<file path="src/rtl/e203_mvu_apb_arb_if.sv">
// Bundle of the N_REQ ICB requester ports and the MVU APB config port.
// The arbiter uses the slave modport; the requesters/APB target side uses master.
interface e203_mvu_apb_arb_if #(
  parameter int unsigned N_REQ = 2
);
  logic [N_REQ-1:0]    req_cmd_valid;
  logic [N_REQ-1:0]    req_cmd_ready;
  logic [32*N_REQ-1:0] req_cmd_addr;
  logic [N_REQ-1:0]    req_cmd_read;
  logic [32*N_REQ-1:0] req_cmd_wdata;
  logic [4*N_REQ-1:0]  req_cmd_wmask;
  logic [N_REQ-1:0]    req_rsp_valid;
  logic [N_REQ-1:0]    req_rsp_ready;
  logic                req_rsp_err;
  logic [31:0]         req_rsp_rdata;
  logic [31:0]         mvu_apb_paddr;
  logic                mvu_apb_pwrite;
  logic                mvu_apb_pselx;
  logic                mvu_apb_penable;
  logic [31:0]         mvu_apb_pwdata;
  logic [31:0]         mvu_apb_prdata;

  modport slave (
    input  req_cmd_valid, req_cmd_addr, req_cmd_read, req_cmd_wdata, req_cmd_wmask,
    input  req_rsp_ready, mvu_apb_prdata,
    output req_cmd_ready, req_rsp_valid, req_rsp_err, req_rsp_rdata,
    output mvu_apb_paddr, mvu_apb_pwrite, mvu_apb_pselx, mvu_apb_penable, mvu_apb_pwdata
  );

  modport master (
    output req_cmd_valid, req_cmd_addr, req_cmd_read, req_cmd_wdata, req_cmd_wmask,
    output req_rsp_ready, mvu_apb_prdata,
    input  req_cmd_ready, req_rsp_valid, req_rsp_err, req_rsp_rdata,
    input  mvu_apb_paddr, mvu_apb_pwrite, mvu_apb_pselx, mvu_apb_penable, mvu_apb_pwdata
  );
endinterface

</file>
<file path="src/rtl/e203_mvu_apb_arb.sv">
// Round-robin arbiter sharing the MVU APB config port among N_REQ ICB requesters.
// One transfer outstanding; ICB command converted to a zero-wait APB SETUP/ACCESS pair.
module e203_mvu_apb_arb #(
  parameter int unsigned N_REQ     = 2,
  parameter logic [31:0] ADDR_BASE = 32'h1004_0000,
  parameter logic [31:0] ADDR_MASK = 32'h0000_0FFF
) (
  input logic               clk,
  input logic               rst,
  e203_mvu_apb_arb_if.slave bus
);
  localparam int unsigned IdxW = $clog2(N_REQ);

  typedef enum logic [1:0] {StIdle, StSetup, StAccess, StResp} state_e;

  state_e          state_q, state_d;
  logic [IdxW-1:0] last_q, gnt_q;
  logic [31:0]     paddr_q, pwdata_q, rdata_q;
  logic            write_q, err_q;

  logic [IdxW-1:0] win_idx, cand;
  logic            win_found, accept, win_read, win_err;
  logic [31:0]     win_addr, win_wdata;
  logic [3:0]      win_wmask;

  // Round-robin search: first valid requester strictly after the last winner
  always_comb begin
    win_found = 1'b0;
    win_idx   = '0;
    cand      = '0;
    for (int unsigned k = 1; k <= N_REQ; k++) begin
      cand = IdxW'((32'(last_q) + k) % N_REQ);
      if (!win_found && bus.req_cmd_valid[cand]) begin
        win_found = 1'b1;
        win_idx   = cand;
      end
    end
  end

  // Select the winner's command fields and classify it
  always_comb begin
    win_addr  = '0;
    win_wdata = '0;
    win_wmask = '0;
    win_read  = 1'b0;
    for (int unsigned i = 0; i < N_REQ; i++) begin
      if (win_idx == IdxW'(i)) begin
        win_addr  = bus.req_cmd_addr[32*i +: 32];
        win_wdata = bus.req_cmd_wdata[32*i +: 32];
        win_wmask = bus.req_cmd_wmask[4*i +: 4];
        win_read  = bus.req_cmd_read[i];
      end
    end
    // Window miss or partial write is answered locally without touching APB
    win_err = ((win_addr & ~ADDR_MASK) != ADDR_BASE) || (!win_read && (win_wmask != 4'hF));
    accept  = (state_q == StIdle) && win_found && !rst;
  end

  // Next-state logic
  always_comb begin
    state_d = state_q;
    unique case (state_q)
      StIdle:   if (accept) state_d = win_err ? StResp : StSetup;
      StSetup:  state_d = StAccess;
      StAccess: state_d = StResp;
      StResp:   if (bus.req_rsp_ready[gnt_q]) state_d = StIdle;
      default:  state_d = StIdle;
    endcase
  end

  // State, round-robin pointer and captured command/response registers
  always_ff @(posedge clk) begin
    if (rst) begin
      state_q  <= StIdle;
      last_q   <= IdxW'(N_REQ - 1);
      gnt_q    <= '0;
      paddr_q  <= '0;
      pwdata_q <= '0;
      write_q  <= 1'b0;
      err_q    <= 1'b0;
      rdata_q  <= '0;
    end else begin
      state_q <= state_d;
      if (accept) begin
        last_q   <= win_idx;
        gnt_q    <= win_idx;
        paddr_q  <= win_addr & ADDR_MASK;
        write_q  <= !win_read;
        pwdata_q <= win_read ? 32'h0 : win_wdata;
        err_q    <= win_err;
        rdata_q  <= '0;
      end
      if (state_q == StAccess) rdata_q <= bus.mvu_apb_prdata;
    end
  end

  // Output decode: APB driven only in SETUP/ACCESS, response only in RESP
  always_comb begin
    bus.req_cmd_ready   = '0;
    bus.req_rsp_valid   = '0;
    bus.req_rsp_err     = 1'b0;
    bus.req_rsp_rdata   = '0;
    bus.mvu_apb_paddr   = '0;
    bus.mvu_apb_pwrite  = 1'b0;
    bus.mvu_apb_pselx   = 1'b0;
    bus.mvu_apb_penable = 1'b0;
    bus.mvu_apb_pwdata  = '0;
    if (accept) bus.req_cmd_ready = N_REQ'(1) << win_idx;
    if ((state_q == StSetup) || (state_q == StAccess)) begin
      bus.mvu_apb_pselx   = 1'b1;
      bus.mvu_apb_penable = (state_q == StAccess);
      bus.mvu_apb_paddr   = paddr_q;
      bus.mvu_apb_pwrite  = write_q;
      bus.mvu_apb_pwdata  = pwdata_q;
    end
    if (state_q == StResp) begin
      bus.req_rsp_valid = N_REQ'(1) << gnt_q;
      bus.req_rsp_err   = err_q;
      bus.req_rsp_rdata = rdata_q;
    end
  end
endmodule

</file>
<file path="src/flat_wrapper.sv">
// flat-port wrapper written by rule: the top's interface ports become plain ports
module e203_mvu_apb_arb_flat 
#(
  parameter int unsigned N_REQ     = 2,
  parameter logic [31:0] ADDR_BASE = 32'h1004_0000,
  parameter logic [31:0] ADDR_MASK = 32'h0000_0FFF
)
  (clk, rst, bus_req_cmd_valid, bus_req_cmd_addr, bus_req_cmd_read, bus_req_cmd_wdata, bus_req_cmd_wmask, bus_req_rsp_ready, bus_mvu_apb_prdata, bus_req_cmd_ready, bus_req_rsp_valid, bus_req_rsp_err, bus_req_rsp_rdata, bus_mvu_apb_paddr, bus_mvu_apb_pwrite, bus_mvu_apb_pselx, bus_mvu_apb_penable, bus_mvu_apb_pwdata);
  e203_mvu_apb_arb_if #(.N_REQ(N_REQ)) bus_i ();
  input logic clk;
  input logic rst;
  input wire logic [$bits(bus_i.req_cmd_valid)-1:0] bus_req_cmd_valid;
  input wire logic [$bits(bus_i.req_cmd_addr)-1:0] bus_req_cmd_addr;
  input wire logic [$bits(bus_i.req_cmd_read)-1:0] bus_req_cmd_read;
  input wire logic [$bits(bus_i.req_cmd_wdata)-1:0] bus_req_cmd_wdata;
  input wire logic [$bits(bus_i.req_cmd_wmask)-1:0] bus_req_cmd_wmask;
  input wire logic [$bits(bus_i.req_rsp_ready)-1:0] bus_req_rsp_ready;
  input wire logic [$bits(bus_i.mvu_apb_prdata)-1:0] bus_mvu_apb_prdata;
  output wire logic [$bits(bus_i.req_cmd_ready)-1:0] bus_req_cmd_ready;
  output wire logic [$bits(bus_i.req_rsp_valid)-1:0] bus_req_rsp_valid;
  output wire logic [$bits(bus_i.req_rsp_err)-1:0] bus_req_rsp_err;
  output wire logic [$bits(bus_i.req_rsp_rdata)-1:0] bus_req_rsp_rdata;
  output wire logic [$bits(bus_i.mvu_apb_paddr)-1:0] bus_mvu_apb_paddr;
  output wire logic [$bits(bus_i.mvu_apb_pwrite)-1:0] bus_mvu_apb_pwrite;
  output wire logic [$bits(bus_i.mvu_apb_pselx)-1:0] bus_mvu_apb_pselx;
  output wire logic [$bits(bus_i.mvu_apb_penable)-1:0] bus_mvu_apb_penable;
  output wire logic [$bits(bus_i.mvu_apb_pwdata)-1:0] bus_mvu_apb_pwdata;
  assign bus_i.req_cmd_valid = bus_req_cmd_valid;
  assign bus_i.req_cmd_addr = bus_req_cmd_addr;
  assign bus_i.req_cmd_read = bus_req_cmd_read;
  assign bus_i.req_cmd_wdata = bus_req_cmd_wdata;
  assign bus_i.req_cmd_wmask = bus_req_cmd_wmask;
  assign bus_i.req_rsp_ready = bus_req_rsp_ready;
  assign bus_i.mvu_apb_prdata = bus_mvu_apb_prdata;
  assign bus_req_cmd_ready = bus_i.req_cmd_ready;
  assign bus_req_rsp_valid = bus_i.req_rsp_valid;
  assign bus_req_rsp_err = bus_i.req_rsp_err;
  assign bus_req_rsp_rdata = bus_i.req_rsp_rdata;
  assign bus_mvu_apb_paddr = bus_i.mvu_apb_paddr;
  assign bus_mvu_apb_pwrite = bus_i.mvu_apb_pwrite;
  assign bus_mvu_apb_pselx = bus_i.mvu_apb_pselx;
  assign bus_mvu_apb_penable = bus_i.mvu_apb_penable;
  assign bus_mvu_apb_pwdata = bus_i.mvu_apb_pwdata;
  e203_mvu_apb_arb #(.N_REQ(N_REQ), .ADDR_BASE(ADDR_BASE), .ADDR_MASK(ADDR_MASK)) u_core (.clk(clk), .rst(rst), .bus(bus_i));
endmodule
</file>
<file path="config.mk">
export PLATFORM = sky130hd
export DESIGN_NAME = e203_mvu_apb_arb_flat
export DESIGN_NICKNAME = d
export VERILOG_FILES = /design/src/rtl/e203_mvu_apb_arb_if.sv /design/src/rtl/e203_mvu_apb_arb.sv /design/src/flat_wrapper.sv
export SDC_FILE = /design/constraint.sdc
export NUM_CORES = 1
export LEC_CHECK = 0
export CORE_MARGIN = 2
export CORE_UTILIZATION = 39
export CTS_CLUSTER_DIAMETER = 120
export DETAILED_ROUTE_END_ITERATION = 12
export PLACE_DENSITY = 0.87
export SLEW_MARGIN = 20
export SYNTH_ARGS = -nofsm -noshare
export SYNTH_HDL_FRONTEND = slang
export SYNTH_SLANG_ARGS = --single-unit
</file>
<file path="constraint.sdc">
create_clock -name clk -period 2.5 [get_ports clk]
set_input_delay 0.5 -clock clk [delete_from_list [all_inputs] [get_ports clk]]
set_output_delay 0.5 -clock clk [all_outputs]
set_load 0.01 [all_outputs]
</file>
; ---- After elaboration in Yosys (flattened, before gate mapping)
; Cells that the tools add are included.
[totals]
elab_cells = 64
regBits = 82
[classes]
shift = 2
eq_ne = 7
n_mux = 30
addsub = 2
magnitude_cmp = 3
reduce_logical = 12
[ops]
columns = operator, n
row1 = $mux W32, 7
row2 = $ne A20 B17 Y1 const B, 1
row3 = $mux W1, 15
row4 = $mux W12, 1
row5 = $mux W2, 5
row6 = $pmux W2 S4, 1
row7 = $lt A1 B2 Y1 const B, 3
row8 = $eq A2 B2 Y1 const B, 2
row9 = $logic_and A1 B1 Y1, 4
row10 = $mux W4, 1
row11 = $ne A2 B1 Y1 const B, 2
row12 = $ne A4 B4 Y1 const B, 1
row13 = $shl A1 B1 Y2 const A, 2
row14 = $logic_not A1 Y1, 3
row15 = $add A1 B1 Y1 const B, 2
row16 = $eq A2 B1 Y1 const B, 1
row17 = $logic_not A2 Y1, 1
row18 = $logic_or A1 B1 Y1, 2
row19 = $reduce_and A2 Y1, 1
row20 = $reduce_bool A2 Y1, 1

; ---- Longest topological paths before layout
; Gate-level depths: netlist (run 1).
[depth]
depth_word = 14
ltp_mapped = 9
ltp_nobuf = 7

; ---- Worst setup path before layout (run 1)
; OpenSTA, ideal clock, no wires.
[synth_path]
path_type = reg2out
start = register u_core.state_q[1]
end = output port bus_mvu_apb_paddr[10]
stages_incl_launch_ff = 6
n_path_buf = 2
t_arrival_ps = 1365
path_slack_ps = 635
t_required_ps = 2000
path_cell_list = dfxtp_1 inv_1 ha_1 clkbuf_1 clkbuf_1 and2_1
[synth_via]
elab_chain_len = 3
elab_cells_between_ends = 4
[synth_rtl]
columns = item, line
row1 = "start, declared", e203_mvu_apb_arb.sv:16  ; state_e state_q, state_d;
row2 = "start signal, assigned", e203_mvu_apb_arb.sv:74  ; state_q <= StIdle;
row3 = "start signal, assigned", e203_mvu_apb_arb.sv:83  ; state_q <= state_d;
row4 = $eq A2 B1 Y1 or $eq A2 B2 Y1 (tied branches), e203_mvu_apb_arb.sv:109  ; if ((state_q == StSetup) || (state_q == StAccess)) begin
row5 = $logic_or A1 B1 Y1 (*), e203_mvu_apb_arb.sv:109
row6 = $mux W12 (*), e203_mvu_apb_arb.sv:109
row7 = "end, declared", flat_wrapper.sv:23  ; output wire logic [$bits(bus_i.mvu_apb_paddr)-1:0] bus_mvu_apb_paddr;
; Mark *: on every way between the ends. The rest lies on a longest branch, timed or not.

; ---- Final worst setup path (run 1)
[layout_path]
start = register u_core.state_q[1]
end = output port bus_req_rsp_rdata[29]
[layout_via]
elab_chain_len = 2
[layout_rtl]
columns = item, line
row1 = $eq A2 B2 Y1, e203_mvu_apb_arb.sv:116  ; if (state_q == StResp) begin
row2 = $mux W32, e203_mvu_apb_arb.sv:116
row3 = "end, declared", flat_wrapper.sv:22  ; output wire logic [$bits(bus_i.req_rsp_rdata)-1:0] bus_req_rsp_rdata;
; No other way between the ends.

==> impl_metrics.yaml, run 1 <==
outcome:
  status: "finished clean"
die:
  core-area_um2: 10400
  dieHeight_um: 108
  rows: 37
  ios: 280
  die_x_um: 108
  fp.dieArea_um2: 11700
  initial_utilization_pct: 40.5
clock_network:
  tritoncts: "built"
  clockBufferDepth: 2
  cts.sinks: 82
  cts_buffers: 9
  clockRootBuffer: "clkbuf_8"
  htreeDepth: 3
  cts_hold_buf: 0
  clkSlewWorstSetupHoldPaths_ns: 0.08
  clk_latency_ns: 0.34
detailed_routing:
  ant_nets: 0
  drt-total-wl_um: 14100
  wl_per_cell_um: 15.4
  drc: 0
  route.vias.total: 4447
  vias_per_cell: 4.84
  drtIter0Drc: 179
  firstDrtPassIters: 5
hold_path:
  hp-class: "flip-flop to flip-flop"
setup_path:
  r2r_end: "u_core.pwdata_q[28]"
  cp.arrival_ns: 1.84
  cp-endpoint: "bus_req_rsp_rdata[29]"
  cp-end-kind: "output pin"
  required_ns: 2.00
  path_class: "flip-flop to output pin"
  r2r_slack_ns: 0.52
  r2r-start: "u_core.state_q[1]"
  cp_max_fo: 35
  cp-start-kind: "flip-flop"
  startpoint: "u_core.state_q[1]"
  rr_worst_depth: 7
place:
  gp_congestion: 0.933
  io_buffers: 259
  place_area_um2: 6830
  dpl_worst_slack_ns: -0.0280
  dp_hpwl_um: 10700
layout:
  insertedDiodeCount: 0
  fin_util_pct: 67.8
  stdcell_area_um2: 7060
  drive_above_1_share_pct: 4.35
  nets: 958
  areaGrowthSynthToFinish_pct: 67.5
synthesis:
  synthCells: 536
  ys_types: 33
  synth_flop_cell: "dfxtp_1"
  postSynthAreaPerCell_um2: 7.86
  synth-edff-count: 0
  synth-seq-cells: 82
  async_reset_ff_share_pct: 0
  syn_area_um2: 4210
  yosysWarnings: 0
  yosysSeqAreaShare_pct: 39.0
global_routing:
  grt_use_total_pct: 23.7
  antenna_found_initial: 0
  grt_max_degree: 66
  grt_pass1_vias: 4508
  globalRouteOverflowTotal: 0
  grt_pass1_wl_um: 21700
sta:
  finalSetupViolations: 0
  hold_viol_final: 0
  post-route-period-util_pct: 93.4
  fin_hold_ws_ns: 0.446
  max_slew_margin_pct: 48.1
  fin_setup_tns_ns: 0
  fin_ws_ns: 0.164
  max_clock_freq_mhz: 428
  final_max_slew_viol_count: 0
  worstMarginPinSlew_ns: 0.777
  fin_skew_ns: 0.0108
  min_period_ns: 2.34
  rsz0062_at_grt: "false"
job:
  drv_cap: 0
power_and_ir_drop:
  p_leak_uw: 0.00308
  p_per_area_nw_per_um2: 692
  peakVddDrop_mv: 0.541
## cell usage after synthesis, drive strengths merged (2+ instances only)
| master | instances | area [um^2] |
|---|---|---|
| ha | 4 | 50.1 |
| nor3 | 2 | 10.0 |
| inv | 3 | 11.3 |
| o21ai | 33 | 165 |
| mux2i | 46 | 460 |
| dfxtp | 82 | 1640 |
| a211oi | 13 | 97.6 |
| a41o | 2 | 20.0 |
| nor4 | 6 | 37.5 |
| nand2 | 73 | 274 |
| nor4b | 5 | 43.8 |
| nand3 | 5 | 25.0 |
| clkbuf | 22 | 86.3 |
| buf | 37 | 245 |
| and3 | 2 | 12.5 |
| nor2 | 78 | 300 |
| and2 | 79 | 494 |
| a21oi | 35 | 175 |
## worst min path at each step
stage | start | end | slack [ns] | depth (start not counted)
2_1_floorplan | u_core.err_q | u_core.err_q | 0.42 | 2
3_3_place_gp | u_core.pwdata_q[29] | u_core.pwdata_q[29] | 0.42 | 2
3_5_place_dp | u_core.pwdata_q[29] | u_core.pwdata_q[29] | 0.43 | 2
4_1_cts | rst | u_core.last_q | 0.44 | 3
5_1_grt | rst | u_core.last_q | 0.46 | 3
6_report | u_core.pwdata_q[19] | u_core.pwdata_q[19] | 0.45 | 2
## cell usage in the layout, fill, tap and decap left out, types with 8 or more instances in the layout
master,netlist,routed
dlygate4sd2_1,0,40
dfxtp_1,82,81
clkdlybuf4s50_1,0,211
nor2_1,77,77
clkbuf_8,0,9
buf_4,24,8
a21oi_1,35,35
and2_1,79,79
conb_1,1,20
a211oi_1,13,13
nand2_1,73,73
o21ai_0,28,27
mux2i_1,46,46
## routing by layer
metal	wire length, um	GRT usage [%]
met1	5480	26.4
met2	6920	41.8
met3	1380	7.66
met4	353	9.16
met5	0	0
## critical path, stage by stage (launching register included)
cell and delay [ns]:
dfxtp_2 0.37, ha_1 0.19, buf_6 0.22, and2_1 0.17, clkdlybuf4s50_1 0.55
## report_power, final
part / internal (uW) / switching, uW / leakage [uW]
clock network: 556 / 467 / 0.0000984
registers: 1570 / 129 / 0.000671
logic: 1030 / 1140 / 0.00231
## layout make-up
cell class / instances / area (um^2)
fill: 824 / 3360
timing repair buffer: 271 / 2700
multi-input combinational: 411 / 2330
sequential: 82 / 1640
tap: 136 / 170
clock buffer: 10 / 128
clock inverter: 5 / 80.1
inverter: 3 / 11.3
## flip-flops by register name, indices dropped and copies added (netlist names)
signal,cells
u_core.paddr_q,12
u_core.gnt_q,1
u_core.write_q,1
u_core.state_q,2
u_core.pwdata_q,32
u_core.err_q,1
u_core.last_q,1
u_core.rdata_q,32
## per-stage QoR
stage          instances  total power, uW
6_report             918             4890
5_1_grt              918             5200
4_1_cts              918             4920
3_5_place_dp         901             3790
3_3_place_gp         901             3710
2_1_floorplan        555             2860
## logic make-up after synthesis
| group | synth area share, % |
|---|---|
| adders and majority gates | 1.19 |
| and+or+nand+nor | 29.1 |
| buffers and inverters | 8.14 |
| DFF | 39.0 |
| AOI/OAI and AO/OA | 11.6 |
| muxes | 10.9 |
| other | 0.0890 |
## timing repair
item / 4_1_cts / 5_1_grt
gates cloned: 1 / 0
endpoints found under the setup margin: 47 / 8
gates resized for setup: 44 / 8
setup buffers: 1 / 0
pin swaps: 1 / 0
Note: power is estimated with default switching activity, not from simulation.
==> run 2, diff against run 1 <==
CAP_MARGIN = 20   (was default)
CORE_MARGIN = 4   (was 2)
CORE_UTILIZATION = 33   (was 39)
PLACE_DENSITY = 0.78   (was 0.87)
clock period = 2.1 ns   (was 2.5 ns; I/O delays follow)
==> run 2 against run 1 <==
Effect of this change:
- non-clock buffer count up 8
- sequential power up 18%
- largest power group unchanged
- critical path type unchanged
- largest cell class unchanged
- sequential share of layout area down 0.45 points
==> impl_metrics.yaml, run 2 (same netlist as run 1, synthesis figures left out) <==
outcome:
  status: "finished clean"
sta:
  min_period_ns: 2.02
  post-route-period-util_pct: 96.4
  max_clock_freq_mhz: 494
  hold_viol_final: 0
  fin_ws_ns: 0.0756
  max_slew_margin_pct: 51.3
  rsz0062_at_grt: "false"
  fin_skew_ns: 0.00233
  worstMarginPinSlew_ns: 0.730
  finalSetupViolations: 0
  final_max_slew_viol_count: 0
detailed_routing:
  drc: 0
  vias_per_cell: 4.47
  route.vias.total: 4310
  wl_per_cell_um: 14.9
  firstDrtPassIters: 4
  drt-total-wl_um: 14300
  ant_nets: 0
  drtIter0Drc: 199
power_and_ir_drop:
  peakVddDrop_mv: 0.455
  totalPowerFinal_uw: 6340
  p_per_area_nw_per_um2: 880
  p_leak_uw: 0.00313
  p_clk_share_pct: 26.0
  combPwrFrac_pct: 42.4
  switchingPower_uw: 2190
  intPower_uw: 4140
  seq_power_share_pct: 31.6
  sw_frac_of_total_pct: 34.6
layout:
  fillers: 1181
  mostFrequentLayoutCells: "clkdlybuf4s50_1 (173), dfxtp_1 (80), and2_1 (79), nor2_1 (77), nand2_1 (73)"
  top_regs: "u_core.pwdata_q x32, u_core.rdata_q x32, u_core.paddr_q x12"
  drive_above_1_share_pct: 11.5
  nets: 967
  areaGrowthSynthToFinish_pct: 70.9
  regArea_um2: 1640
  insertedDiodeCount: 0
  multi_input_comb_area_um2: 2370
  layout_commonest_cell: "clkdlybuf4s50_1"
hold_path:
  hp-class: "primary input to flip-flop"
  hold_depth: 3
  min-delay-start: "rst"
  min_to: "u_core.last_q"
die:
  dieHeight_um: 121
  initial_utilization_pct: 33.5
  die_x_um: 121
  ios: 280
  core-area_um2: 12600
  fp.dieArea_um2: 14600
  rows: 41
setup_path:
  r2r_slack_ns: 0.26
  crit_slowest_cell: "dfxtp_2"
  path_cells: "inv_1 > ha_4 > buf_16 > and2_1 > clkdlybuf4s15_2"
  cp_max_fo: 18
  cp.buffers_inverters: 3
  r2r-start: "u_core.state_q[1]"
  cp-end-kind: "output pin"
  rr_worst_depth: 7
  critPathTopFamily: "buffers and inverters"
  required_ns: 1.68
  cp-start-kind: "flip-flop"
  cp.arrival_ns: 1.60
  max_stage_delay_ns: 0.34
  path_class: "flip-flop to output pin"
  r2r_end: "u_core.pwdata_q[2]"
clock_network:
  tritoncts: "built"
  clkSlewWorstSetupHoldPaths_ns: 0.06
  clk_latency_ns: 0.33
  clockBufferDepth: 2
  clockRootBuffer: "clkbuf_16"
  cts_hold_buf: 0
  htreeDepth: 3
  cts.sinks: 82
  cts_buffers: 9
place:
  dpl_worst_slack_ns: -0.308
  dp_hpwl_um: 10700
  io_buffers: 259
  gp_congestion: 0.796
global_routing:
  grt_max_degree: 66
  globalRouteOverflowTotal: 0
  grt_pass1_wl_um: 20900
  grt_use_total_pct: 18.2
  antenna_found_initial: 0
  grt_pass1_vias: 4121
job:
  drv_cap: 0
==> run 2: area by class of cell <==
class / instances / share of cell area, %
inverters: 3 / 0.156
flip-flops and latches: 82 / 22.8
well taps: 172 / 2.99
multi-input cells: 412 / 32.9
clock buffers: 12 / 3.70
repair buffers: 279 / 36.7
clock inverters: 4 / 0.677
==> run 2: per-layer routing <==
metal	wire [um]	vias to the layer above	global-route usage, %
li1	-	2237	-
met1	5660	1895	20.2
met2	6990	166	31.9
met3	1520	12	7.79
met4	154	0	4.82
met5	0	-	0
==> run 2: tightest hold or removal path: stages <==
cell and delay (ns):
buf_2 0.13, inv_1 0.10, nand3_1 0.08
==> run 2: worst max path at each step <==
stage	from	end	slack [ns]	cells after the start
2_1_floorplan	u_core.state_q[1]	bus_mvu_apb_paddr[10]	0.31	5
3_3_place_gp	bus_req_cmd_valid[0]	bus_req_cmd_ready[1]	-0.31	4
3_5_place_dp	bus_req_cmd_valid[0]	bus_req_cmd_ready[0]	-0.31	4
4_1_cts	u_core.state_q[0]	bus_mvu_apb_pwdata[24]	-0.01	5
5_1_grt	u_core.state_q[1]	bus_mvu_apb_pwdata[5]	0.007	5
6_report	u_core.state_q[1]	bus_mvu_apb_pwdata[12]	0.08	5
==> run 2: what timing repair did <==
item	4_1_cts	5_1_grt
resized for setup	140	53
cloned	1	1
pin swaps	1	1
setup buffers	0	1
setup endpoints to repair	83	76
==> run 2: power groups by stage <==
stage	Sequential [uW]	Clock, uW	Combinational (uW)
floorplan	1990	0	1420
global placement	2020	0	2560
detailed placement	2030	0	2590
CTS	2000	1690	2700
global route	2040	1750	2960
finish	2000	1650	2690
==> run 2: per-stage QoR <==
step                      utilization (%)  TNS, ns  area, um^2  hold slack (ns)  cells
after global routing                 57.3        0        7200            0.454    964
after CTS                            57.9  -0.0704        7280            0.416    962
after floorplan                         -        0        4290            0.417    555
after detailed placement             55.3   -11.80        6950            0.434    945
final                                57.3        0        7200            0.436    964
after global placement               55.3   -10.03        6950            0.426    945
